==> src/rtl/game_pkg.sv <==
// Shared definitions for the word-scramble game: FSM state encoding,
// datapath widths and default game parameters.
package game_pkg;

    localparam int ADDR_W = 6;
    localparam int WORD_W = 4;
    localparam int MODE_W = 2;

    localparam int ROUNDS_DEF     = 8;
    localparam int LIVES_DEF      = 3;
    localparam int TIME_LIMIT_DEF = 30;

    typedef enum logic [2:0] {
        IDLE     = 3'd0,
        FETCH    = 3'd1,
        ROM_WAIT = 3'd2,
        SCRAMBLE = 3'd3,
        PLAY     = 3'd4,
        JUDGE    = 3'd5,
        NEXT     = 3'd6,
        OVER     = 3'd7
    } state_t;

endpackage

==> src/rtl/round_timer.sv <==
// Per-round countdown: loads the time limit, counts down on each accepted
// second tick, and flags the last remaining second.
module round_timer #(
    parameter int TIME_LIMIT = 30
) (
    input  logic       clk,
    input  logic       rst,
    input  logic       load,
    input  logic       dec,
    output logic [5:0] time_left,
    output logic       expired
);

    always_ff @(posedge clk or posedge rst) begin
        if (rst) begin
            time_left <= '0;
        end else if (load) begin
            time_left <= 6'(TIME_LIMIT);
        end else if (dec && time_left != 6'd0) begin
            time_left <= time_left - 6'd1;
        end
    end

    // One second left: the next accepted tick ends the round.
    assign expired = (time_left == 6'd1);

endmodule

==> src/rtl/round_sequencer.sv <==
// Game-level round controller: picks the word, launches the scrambler,
// times the player's attempt, and keeps score, lives and round count.
module round_sequencer
    import game_pkg::*;
#(
    parameter int ROUNDS     = ROUNDS_DEF,
    parameter int LIVES      = LIVES_DEF,
    parameter int TIME_LIMIT = TIME_LIMIT_DEF
) (
    input  logic              clk,
    input  logic              rst,
    input  logic              start,
    input  logic              submit,
    input  logic              sec_tick,
    input  logic [MODE_W-1:0] mode,
    input  logic [WORD_W-1:0] rng_addr,
    input  logic              isCorrect,
    input  logic              scr_done,
    output logic [ADDR_W-1:0] rom_addr,
    output logic              scr_start,
    output logic              en,
    output logic [3:0]        round,
    output logic [3:0]        score,
    output logic [2:0]        lives,
    output logic [5:0]        time_left,
    output logic              game_over
);

    state_t            state;
    logic [MODE_W-1:0] mode_q;
    logic [WORD_W-1:0] word_q;
    logic [WORD_W-1:0] word_next;
    logic              correct_q;
    logic              timer_load;
    logic              timer_dec;
    logic              expired;

    // Never repeat the previous round's word back-to-back.
    assign word_next = (rng_addr == word_q) ? rng_addr + 4'd1 : rng_addr;

    // scr_start high marks the first SCRAMBLE cycle, where scr_done is ignored.
    assign timer_load = (state == SCRAMBLE) && !scr_start && scr_done;
    assign timer_dec  = (state == PLAY) && sec_tick && !submit;

    assign rom_addr = {mode_q, word_q};

    round_timer #(
        .TIME_LIMIT(TIME_LIMIT)
    ) u_timer (
        .clk      (clk),
        .rst      (rst),
        .load     (timer_load),
        .dec      (timer_dec),
        .time_left(time_left),
        .expired  (expired)
    );

    always_ff @(posedge clk or posedge rst) begin
        if (rst) begin
            state     <= IDLE;
            scr_start <= 1'b0;
            en        <= 1'b0;
            game_over <= 1'b0;
            round     <= 4'd0;
            score     <= 4'd0;
            lives     <= 3'(LIVES);
            mode_q    <= '0;
            word_q    <= '0;
            correct_q <= 1'b0;
        end else begin
            scr_start <= 1'b0;
            case (state)
                IDLE, OVER: begin
                    if (start) begin
                        round     <= 4'd1;
                        score     <= 4'd0;
                        lives     <= 3'(LIVES);
                        mode_q    <= mode;
                        game_over <= 1'b0;
                        state     <= FETCH;
                    end
                end
                FETCH: begin
                    word_q <= word_next;
                    state  <= ROM_WAIT;
                end
                ROM_WAIT: begin
                    scr_start <= 1'b1;
                    state     <= SCRAMBLE;
                end
                SCRAMBLE: begin
                    if (!scr_start && scr_done) begin
                        en    <= 1'b1;
                        state <= PLAY;
                    end
                end
                PLAY: begin
                    // Submit outranks a final tick arriving in the same cycle.
                    if (submit) begin
                        correct_q <= isCorrect;
                        en        <= 1'b0;
                        state     <= JUDGE;
                    end else if (sec_tick && expired) begin
                        correct_q <= 1'b0;
                        en        <= 1'b0;
                        state     <= JUDGE;
                    end
                end
                JUDGE: begin
                    if (correct_q) begin
                        if (score != 4'd15) begin
                            score <= score + 4'd1;
                        end
                    end else if (lives != 3'd0) begin
                        lives <= lives - 3'd1;
                    end
                    state <= NEXT;
                end
                NEXT: begin
                    if (lives == 3'd0 || round == 4'(ROUNDS)) begin
                        game_over <= 1'b1;
                        state     <= OVER;
                    end else begin
                        round <= round + 4'd1;
                        state <= FETCH;
                    end
                end
                default: state <= IDLE;
            endcase
        end
    end

endmodule
==> config.mk <==
export PLATFORM = sky130hd
export DESIGN_NAME = round_sequencer
export DESIGN_NICKNAME = d
export VERILOG_FILES = /design/src/rtl/game_pkg.sv /design/src/rtl/round_timer.sv /design/src/rtl/round_sequencer.sv
export SDC_FILE = /design/constraint.sdc
export NUM_CORES = 1
export LEC_CHECK = 0
export CORE_MARGIN = 4
export CORE_UTILIZATION = 62
export CTS_CLUSTER_SIZE = 25
export DETAILED_ROUTE_END_ITERATION = 16
export DONT_BUFFER_PORTS = 1
export PLACE_DENSITY = 0.89
export SYNTH_ARGS = -nofsm -noshare
export SYNTH_HDL_FRONTEND = slang
export SYNTH_SLANG_ARGS = --single-unit
==> constraint.sdc <==
create_clock -name clk -period 2.1 [get_ports clk]
set_input_delay 0.105 -clock clk [delete_from_list [all_inputs] [get_ports clk]]
set_output_delay 0.105 -clock clk [all_outputs]
set_load 0.005 [all_outputs]
### Yosys cells after proc, flatten, opt, wreduce, memory -nomap -nowiden

Index checks and enable logic that the tools add are counted.

* register bits: 30
* input bits: 13
* output and inout bits: 26
* logic and storage cells: 93

* $add $sub $neg: 5
* equal/unequal tests: 20
* mux-type cells: 29
* reduce and logical (&&, ||, !) cells: 28

Operators with widths (number)
* $mux 3: 8
* $mux 4: 6
* $pmux 3 s7: 1
* $pmux 4 s2: 2
* $ne 2x2->1 const B: 7
* $add 4x1->4 const B: 3
* $eq 3x3->1 const B: 4
* $mux 6: 2
* $reduce_and 3->1: 4
* $reduce_bool 2->1: 5
* $reduce_and 4->1: 2
* $logic_and 1x1->1: 7
* $mux 1: 7
* $eq 3x2->1 const B: 2
* $eq 6x1->1 const B: 1
* $logic_not 3->1: 2
* $pmux 3 s2: 1
* $reduce_bool 6->1: 1
* $sub 6x1->6 const B: 1
* $eq 4x4->1: 1
* $eq 4x4->1 const B: 1
* $ne 4x4->1 const B: 1
* $pmux 1 s2: 2
* $reduce_and 2->1: 2
* other kinds (8): 9

### Depth between registers and ports, before layout

* depth after elaboration: 6
* depth in mapped cells: 7
* depth with buffers taken out: 7

### By module

From an unflattened synthesis, not the netlist that was laid out.

* cells, all modules: 175
* area, all modules: 1779.2 µm²

By module, submodules not included
* round_sequencer: times used 1, cells an instance 135, area each 1377.6 µm², seq. area each 603.1 µm²
* round_timer: times used 1, cells an instance 40, area each 401.6 µm², seq. area each 150.1 µm²

### Worst setup path before layout

OpenSTA, ideal clock, no wires.

* path kind: reg2reg
* from: register lives[0]
* to: register lives[2]
* setup time: 0.125 ns
* arrival time: 1.741 ns
* path slack: 0.235 ns
* stages on the path, launching flop included: 8
* path buffers: 0
* period minus slack after synthesis: 1.865 ns
* path through: dfstp_2 > inv_1 > ha_1 > ha_1 > nor2_1 > a31oi_1 > o22ai_1 > mux2_2

* cells in the longest elaborated chain, start to end: 4
* elaborated cells between the ends (all ways): 7

Ends and longest elaborated chain
* start: declaration: line round_sequencer.sv:24 `output logic [2:0] lives,`
* start signal: assignment: line round_sequencer.sv:66 `lives <= 3'(LIVES);`
* start signal: assignment: line round_sequencer.sv:77 `lives <= 3'(LIVES);`
* start signal: assignment: line round_sequencer.sv:115 `lives <= lives - 3'd1;`
* $sub 3x1->3: line round_sequencer.sv:115
* $mux 3: line round_sequencer.sv:114 `end else if (lives != 3'd0) begin`
* $mux 3: line round_sequencer.sv:110 `if (correct_q) begin`
* $pmux 3 s2: line round_sequencer.sv:72 `case (state)`

Several ways; a longest one is shown, not always the timed one. The select of a mux whose other input is x is not followed.
A chain may end at the register's enable or synchronous reset.

### Worst setup path after layout

* from: register u_timer.time_left[2]
* to: register correct_q

* cells in the longest elaborated chain, start to end: 4

Ends and longest elaborated chain
* start: declaration: line round_timer.sv:10 `output logic [5:0] time_left,`
* start signal: assignment: line round_timer.sv:18 `time_left <= 6'(TIME_LIMIT);`
* start signal: assignment: line round_timer.sv:20 `time_left <= time_left - 6'd1;`
* $eq 6x1->1: line round_timer.sv:25 `assign expired = (time_left == 6'd1);`
* $logic_and 1x1->1: line round_sequencer.sv:103 `end else if (sec_tick && expired) begin`
* $reduce_bool 2->1 (no line)
* $reduce_and 2->1 (no line)
* end signal: assignment: line round_sequencer.sv:100 `correct_q <= isCorrect;`
* end: declaration: line round_sequencer.sv:33 `logic correct_q;`

Every way passes these cells.

==> flow_summary.json <==
{
  "status": "finished clean",
  "dpl-instance-area_um2": 1770,
  "drc_errors": 0,
  "grt_pass1_wl_um": 6040,
  "ant_nets": 0,
  "core_region_area_um2": 2570,
  "p_sw_w": 0.000903,
  "synthArstFlopShare": 1.00,
  "rsz0062_at_grt": "no",
  "worstSetupEndpointType": "flop",
  "endpoint": "correct_q$_DFFE_PP0P_",
  "grt.total_usage": 0.223,
  "root_buffer": "clkbuf_4",
  "drive_gt1_frac": 0.124,
  "synth_edf_count": 0,
  "mappedNetlistArea_um2": 1740,
  "clk_pin_slew_ns": 0.09,
  "critPathLaunchType": "flop",
  "p_int_w": 0.00131,
  "slew_headroom": 0.632,
  "grt_use_met3": 0.0915,
  "worstPathCellList": "nor3_1 > a41oi_1 > nand2b_1 > a32o_1 > dlygate4sd3_1",
  "cp-startpoint": "u_timer.time_left[2]$_DFFE_PP0P_",
  "p_leak_nw": 0.847,
  "antenna_found_initial": 0,
  "power_frac_seq": 0.490,
  "layout.nets": 215,
  "netlist.area_leader.share": 0.403,
  "use_met2": 0.388,
  "gr-total-overflow": 0,
  "placedCellCount": 207,
  "maxSlewViolCount": 0,
  "synthFlopType": "dfrtp_1",
  "synth_commonest_cells": "dfrtp_1, nand2_1, nor2_1, inv_1, nand3_1",
  "yosys-top-cells-area": "dfrtp_1, ha_1, nand2_1",
  "tns_ns": 0,
  "dr_total_vias": 1356,
  "antennaDiodeCount": 0,
  "fmax_ghz": 0.502,
  "worst-endpoint-required_ns": 2.32,
  "hpwl_um": 2570,
  "setup_viol_count_final": 0,
  "grt_max_degree": 31,
  "rr_worst_depth": 5,
  "r2r_end": "correct_q$_DFFE_PP0P_",
  "drt-total-wl_um": 3640,
  "area_delta_synth_final_pct": 10.7,
  "hold_viol_final": 0,
  "regToRegSetupSlack_ns": 0.11,
  "fin_crit_sh": 0.949,
  "grt-busiest-layer": "met2",
  "p_sw_frac": 0.408,
  "avgRoutedWirePerCell_um": 16.2,
  "final_util": 0.750,
  "crit_arrival_ns": 2.21,
  "instances_no_fill": 224,
  "ys_seq_area_frac": 0.433,
  "grt_use_met1": 0.254,
  "rows": 18,
  "synth_warnings": 0,
  "syn_avg_cell_area_um2": 9.66,
  "tightest_slew_ns": 0.548,
  "yosysUniqueCellTypes": 49,
  "crit_type": "flop to flop",
  "synth_top_area_cell": "dfrtp_1",
  "cpMaxStageDelayCell": "dlygate4sd3_1",
  "synth_most_common_cell": "dfrtp_1",
  "drv_cap": 0,
  "worstHoldPathType": "primary input to flop",
  "synth-seq-cells": 30,
  "cts_tree": "built",
  "syn_inst": 180,
  "gp_congestion": 0.800,
  "crit_fanout": 7,
  "cts_buffers": 5,
  "grt_pass1_vias": 1393,
  "via_per_inst": 6.05,
  "io_buffers": 0,
  "peakVddDrop_mv": 0.915,
  "ios": 39,
  "drt_iter0_drc": 52,
  "synth_fp_nets": 202,
  "r2r-start": "u_timer.time_left[2]$_DFFE_PP0P_",
  "drt_pre_antenna_iters": 4,
  "pwr-share-comb": 0.343,
  "dieArea_um2": 3710,
  "die_y_um": 60.9,
  "start_util": 0.677,
  "fin_skew_ns": 0.00787,
  "cts_buffer_depth": 2,
  "clock_sinks": 30,
  "post-route-cell-area_um2": 1920,
  "postCtsSetupRepairBufs": 0,
  "powerDensity_nw_per_um2": 1150,
  "post-route-min-period_ns": 1.99,
  "clock_latency_ns": 0.34,
  "pwr-share-clk": 0.166,
  "htree_levels": 2,
  "die_x_um": 60.9,
  "critPathMaxStageDelay_ns": 0.57
}
## critical path: cells and delay by family (launching register included)
family | cells | cell delay [ns]
buf+inv | 1 | 0.57
simple gates | 2 | 0.47
flops | 1 | 0.46
compound gates | 2 | 0.38
## flip-flops by register name, indices dropped and copies added (netlist names)
| register | cells |
|---|---|
| word_q | 4 |
| score | 4 |
| state | 3 |
| game_over | 1 |
| u_timer.time_left | 6 |
| scr_start | 1 |
| round | 4 |
| mode_q | 2 |
| lives | 3 |
| correct_q | 1 |
| en | 1 |
## how the worst min path moves through the flow
stage / slack [ns] / cells after the start / start / endpoint
floorplan: 0.19 / 1 / rst / correct_q$_DFFE_PP0P_
global placement: 0.09 / 2 / rst / u_timer.time_left[2]$_DFFE_PP0P_
detailed placement: 0.1 / 2 / rst / word_q[3]$_DFFE_PP0P_
CTS: 0.03 / 2 / start / state[1]$_DFFE_PP0P_
global route: 0.02 / 2 / start / state[1]$_DFFE_PP0P_
finish: 0.04 / 2 / start / state[1]$_DFFE_PP0P_
## per-layer routing
metal	routed length, um	vias to the layer above	part of all wire
li1	-	659	-
met4	34	0	0.0093
met2	1820	40	0.50
met3	315	3	0.087
met1	1470	654	0.40
met5	0	-	0
## timing repair
| item | CTS | global route |
|---|---|---|
| gates resized for setup | 1 | 1 |
| hold buffers | 9 | 0 |
| pin swaps | 0 | 1 |
| endpoints found under the setup margin | 1 | 2 |
| hold endpoints to repair | 35 | 0 |
## placed cells by master, fill, tap and decap left out, drive strengths merged, types with 2 or more instances in the layout
cell type and count:
xnor2 3, mux2 5, nand2b 3, nor2b 2
xor2 4, nand3 10, a21o 2, nor3 5
buf 4, a32o 2, a21oi 5, nand2 18
inv 12, a31oi 2, nor3b 6, dfrtp 28
dlygate4sd3 9, o21ai 5, dfstp 2, clkbuf 7
ha 9, o21a 2, nand4 2, nand3b 5
mux2i 4, nor2 17, and3b 2
## power by group through the flow
stage	Sequential (W)	Clock (W)	Combinational, W
2_1_floorplan	0.000957	0	0.000668
3_3_place_gp	0.00107	0	0.000672
3_5_place_dp	0.00109	0	0.000722
4_1_cts	0.00108	0.000371	0.000761
5_1_grt	0.00113	0.000400	0.000864
6_report	0.00108	0.000368	0.000759
## per-stage QoR
step	setup slack (ns)	power (W)	hold slack (ns)
detailed placement	0.00142	0.00181	0.0951
CTS	0.0591	0.00221	0.0252
finish	0.108	0.00221	0.0400
floorplan	0.235	0.00163	0.194
global route	0.0170	0.00239	0.0239
global placement	0.151	0.00174	0.0895
## cell families (layout without fill, tap and decap cells)
logic type	after synthesis	in the layout	synth area share
AND/OR/NAND/NOR	75	75	0.235
adder cells (fa/ha/maj)	9	9	0.0648
XOR/XNOR	7	7	0.0353
flip-flops	30	30	0.433
buffers and inverters	19	33	0.0482
AO/OA/AOI/OAI	31	31	0.127
multiplexers	9	9	0.0554
## final cells by class
| cell class | instances | area [um^2] |
|---|---|---|
| multi-input cells | 131 | 907 |
| flip-flops and latches | 30 | 754 |
| fillers | 185 | 643 |
| repair buffers | 13 | 120 |
| clock buffers | 7 | 55.1 |
| inverters | 12 | 45.0 |
| well taps | 30 | 37.5 |
| clock inverters | 1 | 5.00 |
(Power assumes the default switching activity.)
